<file path="src/rtl/spi_pkg.sv">
// Shared definitions for the SPI transaction sequencer: config byte layout,
// sequencer state encoding, data widths and a config sanitising helper.
package spi_pkg;

    localparam int BYTE_W = 8;
    localparam int WORD_W = 16;

    // Config byte layout: {mode, len, cpol, cpha, div[2:0], rsvd}
    localparam int CFG_MODE   = 7;
    localparam int CFG_LEN    = 6;
    localparam int CFG_CPOL   = 5;
    localparam int CFG_CPHA   = 4;
    localparam int CFG_DIV_HI = 3;
    localparam int CFG_DIV_LO = 1;
    localparam int CFG_RSVD   = 0;

    typedef enum logic [2:0] {
        ST_IDLE  = 3'd0,
        ST_SETUP = 3'd1,
        ST_XFER  = 3'd2,
        ST_HOLD  = 3'd3,
        ST_GAP   = 3'd4
    } state_e;

    // The sequencer always drives the engine as leader and never passes the
    // reserved bit through, whatever the requester supplied.
    function automatic logic [BYTE_W-1:0] leader_cfg(input logic [BYTE_W-1:0] cfg);
        logic [BYTE_W-1:0] c;
        c           = cfg;
        c[CFG_MODE] = 1'b1;
        c[CFG_RSVD] = 1'b0;
        return c;
    endfunction

    function automatic int max4(input int a, input int b, input int c, input int d);
        int m;
        m = a;
        if (b > m) m = b;
        if (c > m) m = c;
        if (d > m) m = d;
        return m;
    endfunction

endpackage

</file>
<file path="src/rtl/spi_txn_sequencer_rr_arbiter.sv">
// Combinational round-robin arbiter: searches req upward from ptr with
// wrap-around and returns the first set bit as one-hot grant plus index.
// The pointer register itself belongs to the caller.
module rr_arbiter #(
    parameter int N  = 4,
    parameter int IW = $clog2(N)
) (
    input  logic [N-1:0]  req,
    input  logic [IW-1:0] ptr,
    output logic [N-1:0]  gnt,
    output logic [IW-1:0] idx,
    output logic          valid
);

    function automatic int slot(input logic [IW-1:0] base, input int k);
        return (int'(base) + k) % N;
    endfunction

    // First requester at or after the pointer, wrapping past N-1 to 0.
    always_comb begin
        gnt   = '0;
        idx   = '0;
        valid = 1'b0;
        for (int k = 0; k < N; k++) begin
            if (!valid && req[slot(ptr, k)]) begin
                valid               = 1'b1;
                idx                 = IW'(slot(ptr, k));
                gnt[slot(ptr, k)]   = 1'b1;
            end
        end
    end

endmodule

</file>
<file path="src/rtl/spi_txn_sequencer.sv">
// Multi-requester front end for a single SPI leader engine. Arbitrates
// round-robin, frames each transfer with its chip select (setup, hold and
// inter-transaction gap), starts the engine, supervises completion with an
// optional timeout and hands the RX word back to the granted requester.
module spi_txn_sequencer
    import spi_pkg::*;
#(
    parameter int N_REQ     = 4,
    parameter int SETUP_CYC = 2,
    parameter int HOLD_CYC  = 2,
    parameter int GAP_CYC   = 4,
    parameter int TIMEOUT   = 1023
) (
    input  logic                      clk,
    input  logic                      rst,
    input  logic [N_REQ-1:0]          req,
    input  logic [BYTE_W*N_REQ-1:0]   req_cfg,
    input  logic [WORD_W*N_REQ-1:0]   req_txd,
    output logic [N_REQ-1:0]          gnt,
    output logic [N_REQ-1:0]          done,
    output logic [WORD_W-1:0]         rxd,
    output logic                      err,
    output logic                      busy,
    output logic [N_REQ-1:0]          cs_n,
    output logic [BYTE_W-1:0]         eng_cfg,
    output logic [WORD_W-1:0]         eng_txd,
    output logic                      eng_start,
    output logic                      eng_abort,
    input  logic                      eng_done,
    input  logic [WORD_W-1:0]         eng_rxd
);

    localparam logic [2:0] IDLE  = ST_IDLE;
    localparam logic [2:0] SETUP = ST_SETUP;
    localparam logic [2:0] XFER  = ST_XFER;
    localparam logic [2:0] HOLD  = ST_HOLD;
    localparam logic [2:0] GAP   = ST_GAP;

    localparam int IDX_W   = $clog2(N_REQ);
    localparam int MAX_CYC = max4(SETUP_CYC, HOLD_CYC, GAP_CYC, TIMEOUT);
    localparam int CNT_W   = $clog2(MAX_CYC + 1);

    localparam logic [CNT_W-1:0] SETUP_LOAD = CNT_W'(SETUP_CYC - 1);
    localparam logic [CNT_W-1:0] HOLD_LOAD  = CNT_W'(HOLD_CYC - 1);
    localparam logic [CNT_W-1:0] GAP_LOAD   = CNT_W'(GAP_CYC - 1);
    localparam logic [CNT_W-1:0] XFER_LOAD  = CNT_W'(TIMEOUT);

    logic [2:0]         state_q,     state_d;
    logic [IDX_W-1:0]   idx_q,       idx_d;
    logic [IDX_W-1:0]   ptr_q,       ptr_d;
    logic [CNT_W-1:0]   cnt_q,       cnt_d;
    logic [N_REQ-1:0]   gnt_q,       gnt_d;
    logic [N_REQ-1:0]   done_q,      done_d;
    logic [WORD_W-1:0]  rxd_q,       rxd_d;
    logic               err_q,       err_d;
    logic               busy_q,      busy_d;
    logic [N_REQ-1:0]   cs_n_q,      cs_n_d;
    logic [BYTE_W-1:0]  eng_cfg_q,   eng_cfg_d;
    logic [WORD_W-1:0]  eng_txd_q,   eng_txd_d;
    logic               eng_start_q, eng_start_d;

    logic [N_REQ-1:0]   arb_gnt;
    logic [IDX_W-1:0]   arb_idx;
    logic               arb_valid;

    logic [BYTE_W-1:0]  cfg_arr [N_REQ];
    logic [WORD_W-1:0]  txd_arr [N_REQ];
    logic [N_REQ-1:0]   idx_q_onehot;
    logic [N_REQ-1:0]   idx_d_onehot;
    logic [CNT_W-1:0]   cnt_dec;
    logic               timeout_hit;
    logic               cs_active_d;

    rr_arbiter #(
        .N  (N_REQ),
        .IW (IDX_W)
    ) u_arb (
        .req   (req),
        .ptr   (ptr_q),
        .gnt   (arb_gnt),
        .idx   (arb_idx),
        .valid (arb_valid)
    );

    // Unpack the flat requester buses and decode the current/next owner.
    generate
        for (genvar gi = 0; gi < N_REQ; gi++) begin : g_req
            assign cfg_arr[gi]      = req_cfg[gi*BYTE_W +: BYTE_W];
            assign txd_arr[gi]      = req_txd[gi*WORD_W +: WORD_W];
            assign idx_q_onehot[gi] = (idx_q == IDX_W'(gi));
            assign idx_d_onehot[gi] = (idx_d == IDX_W'(gi));
        end
    endgenerate

    // Shared counter only ever counts down and sticks at zero.
    assign cnt_dec = (cnt_q == '0) ? '0 : cnt_q - CNT_W'(1);

    // Timeout fires on the cycle the XFER timer runs out; a coincident
    // eng_done takes precedence, so the abort is suppressed in that case.
    assign timeout_hit = (TIMEOUT != 0) && (state_q == XFER) &&
                         (cnt_q == '0) && !eng_done;

    // Next-state and datapath decisions for the transaction FSM.
    always_comb begin
        state_d     = state_q;
        idx_d       = idx_q;
        ptr_d       = ptr_q;
        cnt_d       = cnt_dec;
        gnt_d       = '0;
        done_d      = '0;
        rxd_d       = rxd_q;
        err_d       = err_q;
        eng_cfg_d   = eng_cfg_q;
        eng_txd_d   = eng_txd_q;
        eng_start_d = 1'b0;

        case (state_q)
            IDLE: begin
                if (arb_valid) begin
                    gnt_d     = arb_gnt;
                    idx_d     = arb_idx;
                    eng_cfg_d = leader_cfg(cfg_arr[arb_idx]);
                    eng_txd_d = txd_arr[arb_idx];
                    ptr_d     = (arb_idx == IDX_W'(N_REQ - 1)) ? '0
                                                               : arb_idx + IDX_W'(1);
                    cnt_d     = SETUP_LOAD;
                    state_d   = SETUP;
                end
            end
            SETUP: begin
                if (cnt_q == '0) begin
                    eng_start_d = 1'b1;
                    cnt_d       = XFER_LOAD;
                    state_d     = XFER;
                end
            end
            XFER: begin
                if (eng_done) begin
                    rxd_d   = eng_cfg_q[CFG_LEN] ? eng_rxd
                                                 : {{(WORD_W-BYTE_W){1'b0}}, eng_rxd[BYTE_W-1:0]};
                    err_d   = 1'b0;
                    cnt_d   = HOLD_LOAD;
                    state_d = HOLD;
                end else if (timeout_hit) begin
                    rxd_d   = '0;
                    err_d   = 1'b1;
                    cnt_d   = HOLD_LOAD;
                    state_d = HOLD;
                end
            end
            HOLD: begin
                if (cnt_q == '0) begin
                    done_d  = idx_q_onehot;
                    cnt_d   = GAP_LOAD;
                    state_d = GAP;
                end
            end
            GAP: begin
                if (cnt_q == '0) begin
                    state_d = IDLE;
                end
            end
            default: begin
                state_d = IDLE;
            end
        endcase
    end

    // Chip select and busy are registered from the next state so they line
    // up exactly with the state they describe.
    always_comb begin
        cs_active_d = (state_d == SETUP) || (state_d == XFER) || (state_d == HOLD);
        cs_n_d      = cs_active_d ? ~idx_d_onehot : '1;
        busy_d      = (state_d != IDLE);
    end

    // State and output registers; reset releases every chip select at once.
    always_ff @(posedge clk or posedge rst) begin
        if (rst) begin
            state_q     <= IDLE;
            idx_q       <= '0;
            ptr_q       <= '0;
            cnt_q       <= '0;
            gnt_q       <= '0;
            done_q      <= '0;
            rxd_q       <= '0;
            err_q       <= 1'b0;
            busy_q      <= 1'b0;
            cs_n_q      <= '1;
            eng_cfg_q   <= '0;
            eng_txd_q   <= '0;
            eng_start_q <= 1'b0;
        end else begin
            state_q     <= state_d;
            idx_q       <= idx_d;
            ptr_q       <= ptr_d;
            cnt_q       <= cnt_d;
            gnt_q       <= gnt_d;
            done_q      <= done_d;
            rxd_q       <= rxd_d;
            err_q       <= err_d;
            busy_q      <= busy_d;
            cs_n_q      <= cs_n_d;
            eng_cfg_q   <= eng_cfg_d;
            eng_txd_q   <= eng_txd_d;
            eng_start_q <= eng_start_d;
        end
    end

    assign gnt       = gnt_q;
    assign done      = done_q;
    assign rxd       = rxd_q;
    assign err       = err_q;
    assign busy      = busy_q;
    assign cs_n      = cs_n_q;
    assign eng_cfg   = eng_cfg_q;
    assign eng_txd   = eng_txd_q;
    assign eng_start = eng_start_q;
    assign eng_abort = timeout_hit;

endmodule

</file>
<file path="config.mk">
export PLATFORM = sky130hd
export DESIGN_NAME = spi_txn_sequencer
export DESIGN_NICKNAME = d
export VERILOG_FILES = /design/src/rtl/spi_pkg.sv /design/src/rtl/spi_txn_sequencer_rr_arbiter.sv /design/src/rtl/spi_txn_sequencer.sv
export SDC_FILE = /design/constraint.sdc
export NUM_CORES = 1
export LEC_CHECK = 0
export CAP_MARGIN = 20
export CELL_PAD_IN_SITES_DETAIL_PLACEMENT = 0
export CELL_PAD_IN_SITES_GLOBAL_PLACEMENT = 1
export CORE_MARGIN = 2
export CORE_UTILIZATION = 29
export CTS_CLUSTER_SIZE = 12
export DETAILED_ROUTE_END_ITERATION = 8
export PLACE_DENSITY_LB_ADDON = 0.1
export SLEW_MARGIN = 30
export SYNTH_ARGS = -nofsm -noshare
export SYNTH_HDL_FRONTEND = slang
export SYNTH_HIERARCHICAL = 1
export SYNTH_SLANG_ARGS = --single-unit
</file>
<file path="constraint.sdc">
create_clock -name clk -period 3.2 [get_ports clk]
set_input_delay 0.96 -clock clk [delete_from_list [all_inputs] [get_ports clk]]
set_output_delay 0.96 -clock clk [all_outputs]
set_load 0.005 [all_outputs]
</file>
==> flow_summary_export.csv, run 1 <==
group,metric,value,unit
synthesis,synth_area_leaders,"dfrtp_1, mux4_2, mux2_2",
synthesis,synth_ff_type,"dfrtp_1",
worst_setup_path,critPathMaxStageDelay,0.49,ns
pwr,powerDensity,908,mW/mm^2
synthesis,synth_common_cells,"dfrtp_1, mux2_2, mux4_2",
routing,met2WireLength,5510,um
synthesis,synth-edff-count,0,
routing,drt-met1-wl,4030,um
global_routing,grt_overflow,0,
synthesis,synth_nets,412,
sta,report.final.slew_viol_count,0,
final_layout,multi_input_area,0.00186,mm^2
synthesis,synth_cell_types,52,
flow_run,maxCapViolCount,0,
placement,port_buffers,165,
worst_setup_path,end_kind,"register",
routing,dr.first_iter.drc_count,124,
routing,postRouteAntennaNets,0,
synthesis,synth_cells,285,
routing,dr.pass1.iters,4,
worst_setup_path,cp_cell_sequence,"clkdlybuf4s15_2 -> mux4_2 -> buf_4 -> nor2b_1 -> nor2_1 -> o31ai_4 -> buf_4 -> clkbuf_16 -> mux4_2 -> mux2_2",
sta,setup_viol,0,
die,die_y,118,um
worst_setup_path,worstPathRequired,3.42,ns
synthesis,yosysSeqAreaShare,0.472,
clocking,cts_max_level,3,
pwr,leakage,0.00254,uW
final_layout,seqCellArea,0.00178,mm^2
global_routing,antenna_found_initial,0,
placement,globalplace.congestion,0.740,
final_layout,drive_gt1_frac,0.238,
clocking,clock_latency,0.33,ns
worst_setup_path,start_kind,"primary input",
routing,topRoutingLayerUsed,"met4",
synthesis,yosysTopAreaCell,"dfrtp_1",
sta,clock-skew-final,0.00442,ns
die,die_w,118,um
sta,fin_crit,3.12,ns
synthesis,post-synth-top-count-cell,"dfrtp_1",
clocking,numCtsBuffers,9,
placement,pre_cts_ws,-0.493,ns
synthesis,synth_area,0.00377,mm^2
pwr,max-vdd-ir-drop,494,uV
sta,slew-limit-headroom,0.608,
synthesis,ys_async_sr_fraction,1.00,
sta,fmax,0.320,GHz
die,rows,41,
sta,max_slew.worst_pin.slew,0.588,ns
final_layout,final_cell_area,0.00620,mm^2
worst_setup_path,path_max_fanout,6,
die,die_area,0.0139,mm^2
clocking,cts_buffer_depth,2,
synthesis,syn_area_per_cell,13.2,um^2
final_layout,syn2layout_area_growth,64.2,%
global_routing,grtUsageTotal,0.153,
routing,met3_length,730,um
clocking,postCtsHoldBufs,0,
final_layout,diodes,0,
synthesis,yosys.area.top_type_share,0.444,
min_path,min_path_type,"register to register",
clocking,cts_tree,"yes",
clocking,cts_sinks,71,
placement,dpl.hpwl,7990,um
sta,setup_ws,0.0771,ns
pwr,power.total,5630,uW
worst_setup_path,critical_path_arrival,3.34,ns
clocking,clk_pin_slew,0.06,ns
global_routing,grt_max_degree,47,
sta,min_period_over_period,0.976,
placement,dpl_cell_area,0.00578,mm^2
synthesis,yosys_register_bits,71,
synthesis,ys_warn_count,6,
routing,wl_per_cell,16.2,um
routing,via_per_inst,4.76,
global_routing,grt_pass1_wl,16600,um
global_routing,grt_pass1_vias,3224,
die,core_area,0.0127,mm^2
sta,report.final.hold_viol_count,0,
outcome,status,"complete, no violations",
worst_setup_path,crit_path_top_delay_cell,"mux4_2",
routing,remaining_drc_errors,0,
final_layout,layout.nets,597,
worst_setup_path,criticalPathCategory,"primary input to register",
die,start_util,0.298,
clocking,cts_root_buffer,"clkbuf_16",
final_layout,nFillCells,1166,
die,ios,175,
routing,routed_wirelength,10500,um
routing,vias,3077,
## stage by stage
| step | setup TNS [ns] | utilization | instances | hold WS [ns] |
|---|---|---|---|---|
| 2_1_floorplan | 0 | - | 285 | 0.450 |
| 3_3_place_gp | -15.50 | 0.456 | 625 | 0.453 |
| 3_5_place_dp | -17.75 | 0.456 | 625 | 0.462 |
| 4_1_cts | 0 | 0.487 | 646 | 0.476 |
| 5_1_grt | -0.00436 | 0.489 | 647 | 0.480 |
| 6_report | 0 | 0.489 | 647 | 0.473 |
## layout make-up
class | instances | area share
Sequential cell | 71 | 0.288
Multi-Input combinational cell | 183 | 0.300
Clock buffer | 10 | 0.0370
Clock inverter | 6 | 0.0113
Timing Repair Buffer | 194 | 0.323
Tap cell | 172 | 0.0347
Inverter | 11 | 0.00666
## sequential cells by signal (all words and copies together), names as in the netlist
| signal | flops |
|---|---|
| eng_txd | 16 |
| rxd | 16 |
| cnt_q | 10 |
| eng_cfg | 7 |
| cs_n | 4 |
| done | 4 |
| gnt | 4 |
| state_q | 3 |
| idx_q | 2 |
| ptr_q | 2 |
| busy | 1 |
| eng_start | 1 |
| err | 1 |
## worst max-delay path: cells and delay by family
family          cells  cell delay [ns]
buf+inv             4             0.72
simple gates        2             0.16
compound gates      1             0.23
mux                 3             1.26
## kinds of logic (layout without fill, tap and decap cells)
kind of cell / after synthesis / after routing / synth area share
and+or+nand+nor: 58 / 58 / 0.0912
xor gates and xnor gates: 7 / 7 / 0.0162
DFF: 71 / 71 / 0.472
muxes: 56 / 56 / 0.245
buffers and inverters: 31 / 221 / 0.0398
AOI/OAI and AO/OA: 53 / 53 / 0.108
other: 1 / 1 / 0.000994
adders and majority gates: 8 / 8 / 0.0265
## repair_timing
action                                  4_1_cts  5_1_grt
gates resized for setup                      14        1
pin swaps                                     2        1
endpoints found under the setup margin       30       15
buffers inserted                              3        0
gates cloned                                  2        1
## path summary, 6_finish.rpt
| path | cells past startpoint | start | slack [ns] | to |
|---|---|---|---|---|
| worst max-delay path | 10 | req[1] | 0.08 | eng_txd[10] |
| worst min-delay path | 1 | eng_cfg[7] | 0.47 | eng_cfg[7] |
| worst max register to register | 10 | ptr_q[1] | 0.29 | eng_txd[10] |
| worst min register to register | 1 | eng_cfg[7] | 0.47 | eng_cfg[7] |
| max in group asynchronous | 3 | rst | 1.68 | cnt_q[0] |
| min in group asynchronous | 3 | rst | 1.00 | rxd[1] |
## report_power, final
part	internal, uW	switching, uW	total, uW
logic	2010	1200	3210
registers	1220	201	1420
clock network	608	384	992
## metal layers
metal	track usage	vias up
met5	0	-
met4	0.0685	0
met3	0.0484	14
met2	0.270	108
met1	0.167	1499
li1	-	1456
## cell usage in the layout, fill, tap and decap left out, types with 6 or more instances in the layout
cell type and n:
nor3_1 9, buf_4 21, inv_1 10, a22o_1 16, dfrtp_1 67, a21oi_1 6, clkbuf_16 10, mux2_2 25
nor2_1 14, ha_1 8, mux4_2 25, clkdlybuf4s50_1 160, a22oi_1 8
Note: power is estimated with default switching activity, not from simulation.
==> run 2: changes to the inputs <==
--- a/config.mk
+++ b/config.mk
@@ -10,6 +10,7 @@
 export CELL_PAD_IN_SITES_GLOBAL_PLACEMENT = 1
 export CORE_MARGIN = 2
 export CORE_UTILIZATION = 29
+export CTS_CLUSTER_DIAMETER = 40
 export CTS_CLUSTER_SIZE = 12
 export DETAILED_ROUTE_END_ITERATION = 8
 export PLACE_DENSITY_LB_ADDON = 0.1
==> results of run 2 <==
The final DEF is identical to that of run 1; final timing and power are the same.
==> run 3: changes to the inputs <==
--- a/config.mk
+++ b/config.mk
@@ -8,9 +8,9 @@
 export CAP_MARGIN = 20
 export CELL_PAD_IN_SITES_DETAIL_PLACEMENT = 0
 export CELL_PAD_IN_SITES_GLOBAL_PLACEMENT = 1
+export CORE_ASPECT_RATIO = 1.25
 export CORE_MARGIN = 2
 export CORE_UTILIZATION = 29
-export CTS_CLUSTER_DIAMETER = 40
 export CTS_CLUSTER_SIZE = 12
 export DETAILED_ROUTE_END_ITERATION = 8
 export PLACE_DENSITY_LB_ADDON = 0.1
==> flow_summary_export.csv, run 3 (same netlist as run 1, synthesis figures left out) <==
group,metric,value,unit
global_routing,grt_max_degree,47,
routing,via_per_inst,4.82,
clocking,postCtsHoldBufs,0,
sta,fin_crit,3.04,ns
clocking,clk_pin_slew,0.05,ns
worst_setup_path,cp_cell_sequence,"clkbuf_2 -> mux4_2 -> buf_6 -> buf_4 -> nor4b_4 -> nor2_1 -> a32o_2 -> buf_12 -> mux4_2 -> mux2_2",
die,start_util,0.297,
final_layout,syn2layout_area_growth,65.5,%
final_layout,diodes,0,
sta,max_slew.worst_pin.slew,0.518,ns
min_path,min_path_type,"register to register",
sta,report.final.hold_viol_count,0,
worst_setup_path,critical_path_arrival,3.26,ns
routing,routed_wirelength,11000,um
clocking,clock_latency,0.33,ns
die,ios,175,
routing,dr.first_iter.drc_count,147,
routing,dr.pass1.iters,4,
sta,holdWs,0.471,ns
final_layout,drive_gt1_frac,0.248,
sta,setup-tns-final,0,ns
routing,vias,3123,
clocking,cts_max_level,3,
pwr,powerDensity,926,mW/mm^2
global_routing,grt_overflow,0,
die,die_y,132,um
worst_setup_path,worstPathRequired,3.42,ns
sta,min_period_over_period,0.951,
final_layout,nFillCells,1143,
routing,remaining_drc_errors,0,
worst_setup_path,path_max_fanout,6,
sta,setup_viol,0,
worst_setup_path,crit_path_top_delay_cell,"mux4_2",
worst_setup_path,start_kind,"primary input",
die,rows,46,
final_layout,layout.nets,602,
final_layout,final_common_cell,"clkdlybuf4s50_1",
sta,fmax,0.329,GHz
clocking,cts_root_buffer,"clkbuf_16",
sta,report.final.slew_viol_count,0,
clocking,cts_buffer_depth,2,
final_layout,mostFrequentLayoutCells,"clkdlybuf4s50_1, dfrtp_1, mux4_2, buf_4, mux2_2",
pwr,leakage,0.00258,uW
global_routing,antenna_found_initial,0,
placement,place_inst,624,
worst_setup_path,end_kind,"register",
placement,dpl.hpwl,7990,um
outcome,status,"complete, no violations",
die,die_area,0.0139,mm^2
routing,wl_per_cell,17.0,um
placement,globalplace.congestion,0.744,
routing,postRouteAntennaNets,0,
global_routing,grt_pass1_vias,3253,
clocking,cts_tree,"yes",
worst_setup_path,critPathMaxStageDelay,0.52,ns
final_layout,final_core_util,0.491,
clocking,numCtsBuffers,9,
flow_run,maxCapViolCount,0,
worst_setup_path,criticalPathCategory,"primary input to register",
worst_setup_path,cpMostUsedCell,"mux4_2",
sta,clock-skew-final,0.00730,ns
clocking,cts_sinks,71,
die,core_area,0.0127,mm^2
sta,slew-limit-headroom,0.653,
final_layout,layout.cells.non_filler,648,
global_routing,grtUsageTotal,0.159,
die,die_w,106,um
global_routing,grt_pass1_wl,17100,um
placement,port_buffers,165,
sta,rsz0062_at_grt,"false",
pwr,max-vdd-ir-drop,374,uV
## run 3: worst paths after layout
| path | startpoint | to | slack (ns) | cells past startpoint |
|---|---|---|---|---|
| min in group asynchronous | rst | rxd[14] | 0.83 | 2 |
| max reg2reg | ptr_q[1] | eng_cfg[1] | 0.28 | 10 |
| min reg2reg | eng_cfg[7] | eng_cfg[7] | 0.47 | 1 |
| min | eng_cfg[7] | eng_cfg[7] | 0.47 | 1 |
| max in group asynchronous | rst | cs_n[2] | 1.83 | 3 |
| max | req[1] | eng_txd[4] | 0.16 | 10 |
## run 3: stage by stage
| stage | power, uW | area [um^2] | setup WS (ns) |
|---|---|---|---|
| 2_1_floorplan | 3210 | 3810 | 0.000795 |
| 3_3_place_gp | 4250 | 5790 | -0.431 |
| 3_5_place_dp | 4260 | 5790 | -0.488 |
| 4_1_cts | 5750 | 6210 | 0.0217 |
| 5_1_grt | 6170 | 6240 | 0.0844 |
| 6_report | 5780 | 6240 | 0.156 |
## run 3: critical path, delay by kind of cell
family / cells / cell delay [ns]
AO/OA/AOI/OAI: 1 / 0.31
buffers and inverters: 4 / 0.54
AND/OR/NAND/NOR: 2 / 0.33
multiplexers: 3 / 1.10
## run 3: power by group
part	leakage, uW	total, uW	internal, uW	switching, uW
logic	0.00155	3300	2070	1230
clock network	0.000152	1070	681	385
registers	0.000879	1420	1220	200
total	0.00258	5780	3970	1810
## run 3: cell type report
cell class	count	area [um^2]	share of cell area
clock inverters	6	86.3	0.0138
well taps	168	210	0.0337
repair buffers	199	2030	0.325
clock buffers	10	229	0.0367
flip-flops and latches	71	1780	0.285
multi-input cells	183	1870	0.299
inverters	11	41.3	0.00661
## run 3: layer usage
layer | up-vias | share of wire | global-route usage
met4 | 0 | 0.026 | 0.0804
met5 | - | 0 | 0
met2 | 97 | 0.54 | 0.280
met3 | 15 | 0.047 | 0.0313
met1 | 1542 | 0.39 | 0.182
li1 | 1469 | - | -
## run 3: what timing repair did
item	in CTS	in global routing
pin swaps	2	4
gates resized for setup	9	13
setup endpoints to repair	25	17
cloned	3	2
setup buffers	2	1
